**config.mk**
```make
export PLATFORM = sky130hd
export DESIGN_NAME = fifo_rd_stream
export DESIGN_NICKNAME = d
export VERILOG_FILES = /design/src/rtl/fifo_pkg.sv /design/src/rtl/fifo_rd_obuf.sv /design/src/rtl/fifo_rd_stream.sv
export SDC_FILE = /design/constraint.sdc
export NUM_CORES = 1
export LEC_CHECK = 0
export BUFFER_PORTS_ARGS = -buffer_cell sky130_fd_sc_hd__buf_2
export CORE_UTILIZATION = 45
export CTS_BUF_LIST = sky130_fd_sc_hd__clkbuf_16
export DETAILED_ROUTE_END_ITERATION = 8
export PLACE_DENSITY_LB_ADDON = 0.3
export SLEW_MARGIN = 20
export SYNTH_ARGS = -nofsm -noshare
export SYNTH_HDL_FRONTEND = slang
export SYNTH_SLANG_ARGS = --single-unit
```
**constraint.sdc**
```tcl
create_clock -name clk -period 2.65 [get_ports clk]
set_input_delay 0.53 -clock clk [delete_from_list [all_inputs] [get_ports clk]]
set_output_delay 0.53 -clock clk [all_outputs]
set_load 0.01 [all_outputs]
```
**src/rtl/fifo_pkg.sv**
```systemverilog
// Shared types and sizing for the simple_fifo read-side stream stage.
package fifo_pkg;
    localparam int FIFO_DATA_WIDTH = 8;
    localparam int OBUF_DEPTH      = 2;
    localparam int OCC_W           = 2;

    typedef logic [FIFO_DATA_WIDTH-1:0] fifo_data_t;
    typedef logic [OCC_W-1:0]           occ_t;
endpackage

```
**src/rtl/fifo_rd_obuf.sv**
```systemverilog
// Two-entry FIFO-ordered output buffer; entry 0 is always the head, so the
// stream payload comes straight from a register.
module fifo_rd_obuf import fifo_pkg::*; #(
    parameter int DATA_WIDTH = 8
) (
    input  logic                  clk,
    input  logic                  rst_n,
    input  logic                  push,
    input  logic [DATA_WIDTH-1:0] push_data,
    input  logic                  pop,
    input  logic                  clear,
    output logic [DATA_WIDTH-1:0] head,
    output occ_t                  occ
);

    logic [DATA_WIDTH-1:0] entry_reg [OBUF_DEPTH];
    occ_t                  occ_reg;
    logic                  pop_ok;

    assign pop_ok = pop && (occ_reg != '0);

    always_ff @(posedge clk or negedge rst_n) begin
        if (!rst_n) begin
            for (int i = 0; i < OBUF_DEPTH; i++) begin
                entry_reg[i] <= '0;
            end
            occ_reg <= '0;
        end else if (clear) begin
            occ_reg <= '0;
        end else begin
            case ({push, pop_ok})
                2'b10: begin
                    entry_reg[occ_reg[0]] <= push_data;
                    occ_reg               <= occ_reg + 2'd1;
                end
                2'b01: begin
                    entry_reg[0] <= entry_reg[1];
                    occ_reg      <= occ_reg - 2'd1;
                end
                2'b11: begin
                    // Shift and refill together so FIFO order is preserved.
                    if (occ_reg == 2'd1) begin
                        entry_reg[0] <= push_data;
                    end else begin
                        entry_reg[0] <= entry_reg[1];
                        entry_reg[1] <= push_data;
                    end
                end
                default: ;
            endcase
        end
    end

    assign head = entry_reg[0];
    assign occ  = occ_reg;

endmodule

```
**src/rtl/fifo_rd_stream.sv**
```systemverilog
// Converts the simple_fifo pop interface into a valid/ready stream.
// Optional FIFO_RD_STREAM_STATS_EN adds saturating beat/stall counters.
module fifo_rd_stream import fifo_pkg::*; #(
    parameter int DATA_WIDTH = 8,
    parameter int OBUF_DEPTH = 2
) (
    input  logic                  clk,
    input  logic                  rst_n,
    input  logic                  fifo_empty,
    input  logic [DATA_WIDTH-1:0] fifo_rddata,
    input  logic                  fifo_data_valid,
    output logic                  fifo_rden,
    output logic [DATA_WIDTH-1:0] m_data,
    output logic                  m_valid,
    input  logic                  m_ready,
    input  logic                  flush,
    output logic                  protocol_err
`ifdef FIFO_RD_STREAM_STATS_EN
    ,
    output logic [31:0]           beat_cnt,
    output logic [31:0]           stall_cnt
`endif
);

    if (OBUF_DEPTH != 2) begin : g_bad_depth
        $error("fifo_rd_stream: OBUF_DEPTH must be 2");
    end

    occ_t       occ;
    logic       pop;
    logic       push;
    logic       inflight_reg;
    logic       discard_reg;
    logic       discard;
    logic       unexpected;
    logic       overflow;
    logic       err_reg;
    logic [2:0] demand;

    assign pop     = m_valid && m_ready;
    assign m_valid = (occ != '0);

    // Words already owned or on the way, after this cycle's handshake.
    assign demand    = {1'b0, occ} + {2'b00, inflight_reg} - {2'b00, pop};
    assign fifo_rden = rst_n && !flush && !fifo_empty && (demand < 3'd2);

    // The word requested before a flush lands in the flush cycle; the cycle
    // after is also swallowed so a late stray word cannot leak out.
    assign discard    = flush || discard_reg;
    assign unexpected = fifo_data_valid && !inflight_reg;
    assign overflow   = fifo_data_valid && inflight_reg && !pop
                        && (occ == OCC_W'(OBUF_DEPTH));
    assign push       = fifo_data_valid && !discard && !unexpected && !overflow;

    always_ff @(posedge clk or negedge rst_n) begin
        if (!rst_n) begin
            inflight_reg <= 1'b0;
            discard_reg  <= 1'b0;
            err_reg      <= 1'b0;
        end else begin
            inflight_reg <= fifo_rden;
            discard_reg  <= flush;
            if (!discard && (unexpected || overflow)) begin
                err_reg <= 1'b1;
            end
        end
    end

    assign protocol_err = err_reg;

    fifo_rd_obuf #(
        .DATA_WIDTH (DATA_WIDTH)
    ) u_obuf (
        .clk       (clk),
        .rst_n     (rst_n),
        .push      (push),
        .push_data (fifo_rddata),
        .pop       (pop),
        .clear     (flush),
        .head      (m_data),
        .occ       (occ)
    );

`ifdef FIFO_RD_STREAM_STATS_EN
    always_ff @(posedge clk or negedge rst_n) begin
        if (!rst_n) begin
            beat_cnt  <= '0;
            stall_cnt <= '0;
        end else begin
            if (pop && (beat_cnt != '1)) begin
                beat_cnt <= beat_cnt + 32'd1;
            end
            if (m_valid && !m_ready && (stall_cnt != '1)) begin
                stall_cnt <= stall_cnt + 32'd1;
            end
        end
    end
`endif

endmodule

```
==> impl_metrics.toml <==
[clock_tree]
insertion_delay_ns = 0.25
htreeDepth = 1
clkTransAtPathRegs_ns = 0.06
numClockSinks = 21
cts.path.max_buffers = 2
tritoncts = "built"
cts_hold_buf = 0
cts_buffers = 3
cts_root_buf = "clkbuf_16"

[power_and_ir_drop]
vdd_drop_max_v = 0.000479
p_comb_share_pct = 36.8
power_uw = 1210
netSwitchingFraction_pct = 32.3
internal_power_uw = 818
power_frac_clock_pct = 26.2
leakage_uw = 0.000722
p_sw_uw = 390
power_density_nw_per_um2 = 832
p_seq_share_pct = 37.1

[timing]
timing.final.hold_violations = 0
fin_ws_ns = -0.199
setup_viol = 1
relSlewSlack_pct = 60.8
final.setup.tns_ns = -0.199
post-route-period-util_pct = 107
rsz0062_at_grt = "yes"
timing.fmax_mhz = 351
period_needed_ns = 2.85
report.final.slew_viol_count = 0
fin_worst_skew_ns = 0.00625
worst_pin_slew_ns = 0.587

[layout]
num-fill-cells = 216
syn2layout_area_growth_pct = 22.6
drive_above_1_share_pct = 43.0
diodes = 0
final_common_cell = "buf_2"
nets = 149
fin_area_um2 = 1450
instances_no_fill = 158
layout_common_cells = "buf_2 (24), dfrtp_1 (21), nand2_1 (9)"

[global_route]
grt_pass1_wl_um = 3730
antenna_found_initial = 0
grt_max_degree = 22
track_usage_pct = 19.0
overflow = 0
grt_pass1_vias = 847

[synthesis]
synth_top_flop_cell = "dfrtp_1"
synth_top_family_by_area = "compound AO/OA/AOI/OAI gates"
synth-edff-count = 0
synth_fp_nets = 123
synthArstFlopShare_pct = 100
ys.warnings.count = 0
ys_types = 33
synth_xor_area_share_pct = 0.740
synth-seq-cells = 21
synthMuxAreaShare_pct = 8.46
synth-simple-area-share_pct = 13.1
synthAdderAreaFrac_pct = 6.98
synthCells = 103
synth-seq-area-share_pct = 44.4
syn_area_per_cell_um2 = 11.5
synth_compound_area_share_pct = 16.9
syn-cell-area_um2 = 1180

[route]
route.detailed.drc = 0
ant_nets = 0
drt_first_pass_iters = 4
viasPerCell = 5.30
via_count = 838
wire_per_inst_um = 14.1
drtIter0Drc = 11
wl_um = 2220

[floorplan]
die_area_um2 = 2840
die_w_um = 53.3
start_util_pct = 47.8
die_y_um = 53.3
num_rows = 18
core-area_um2 = 2480
pin_count = 25

[critical_path]
end_kind = "output pin"
reg2reg_slack_ns = 0.65
critPathLaunchType = "flop"
critPathRequiredTime_ns = 2.12
path_class = "reg2out"
crit_path_max_fanout = 2
cp.arrival_ns = 2.32
rr_worst_depth = 8

[place]
place_ws_ns = -0.0440
place_area_um2 = 1310
hpwl_um = 1600
place_congestion = 0.768
dp_cells = 151
io_buffers = 24

[hold_path]
hp-class = "in2async"

[outcome]
violations = "setup timing"
status = "complete, but fails checks"

[run]
cap_viol_max_count = 0
==> through the flow <==
step           util (%)  hold WS [ns]
2_1_floorplan         -         0.234
3_3_place_gp       52.7         0.448
4_1_cts            57.2         0.299
6_report           58.6         0.289
5_1_grt            58.6         0.315
3_5_place_dp       52.7         0.452
==> layout make-up <==
cell class	instances	area, µm²	area share (%)
Clock buffer	3	75.1	5.17
Clock inverter	1	5.00	0.345
Inverter	5	23.8	1.64
Multi-Input combinational cell	66	604	41.6
Sequential cell	21	526	36.2
Tap cell	30	37.5	2.59
Timing Repair Buffer	32	180	12.4
==> cells in the mapped netlist, types with 4 or more instances <==
master	count	area, µm²
dfrtp_1	21	526
nand2_1	10	37.5
buf_4	8	60.1
mux2_1	8	90.1
o21ai_1	8	40.0
a22oi_1	6	45.0
ha_1	5	62.6
inv_1	4	15.0
nor2_1	4	15.0
==> critical path, stage by stage, from the launching register on <==
cell	delay, ns
dfrtp_1	0.37
inv_2	0.06
ha_4	0.17
nor2b_4	0.15
ha_4	0.21
nand2b_4	0.13
fa_1	0.51
nand2_2	0.07
nor4_4	0.22
buf_2	0.17
==> worst paths after layout <==
path,start,to
max,u_obuf.occ[0]$_DFFE_PN0P_,fifo_rden
min,rst_n,u_obuf.entry_reg[1]$_DFFE_PN0P_
max reg2reg,u_obuf.occ[0]$_DFFE_PN0P_,inflight_reg$_DFF_PN0_
min reg2reg,protocol_err$_DFFE_PN0P_,protocol_err$_DFFE_PN0P_
max in group asynchronous,rst_n,u_obuf.head[7]$_DFFE_PN0P_
min in group clk,protocol_err$_DFFE_PN0P_,protocol_err$_DFFE_PN0P_
==> cells by family (layout without fill, tap and decap cells) <==
kind of cell | Yosys count | in the layout
AOI/OAI and AO/OA | 24 | 24
DFF | 21 | 21
adders and majority gates | 6 | 6
and+or+nand+nor | 26 | 26
xor gates and xnor gates | 1 | 1
buffers and inverters | 16 | 41
muxes | 9 | 9
==> layer usage <==
layer / global-route usage (%) / up-vias / wire length [µm]
li1: - / 408 / -
met3: 3.74 / 2 / 82
met4: 10.1 / 0 / 29
met2: 31.9 / 16 / 1150
met5: 0 / - / 0
met1: 22.3 / 412 / 957
==> what timing repair did <==
action	CTS	global route
resized for setup	5	4
endpoints found under the setup margin	1	1
hold endpoints to repair	0	0
buffers inserted	2	1
pin swaps	3	5
==> power groups by stage <==
stage                     Sequential, µW  Clock [µW]  Combinational (µW)
after floorplan                      450           0                 346
after global placement               447           0                 387
after detailed placement             453           0                 399
after CTS                            448         322                 421
after global routing                 461         342                 497
final                                448         316                 444
Note: power is estimated with default switching activity, not from simulation.
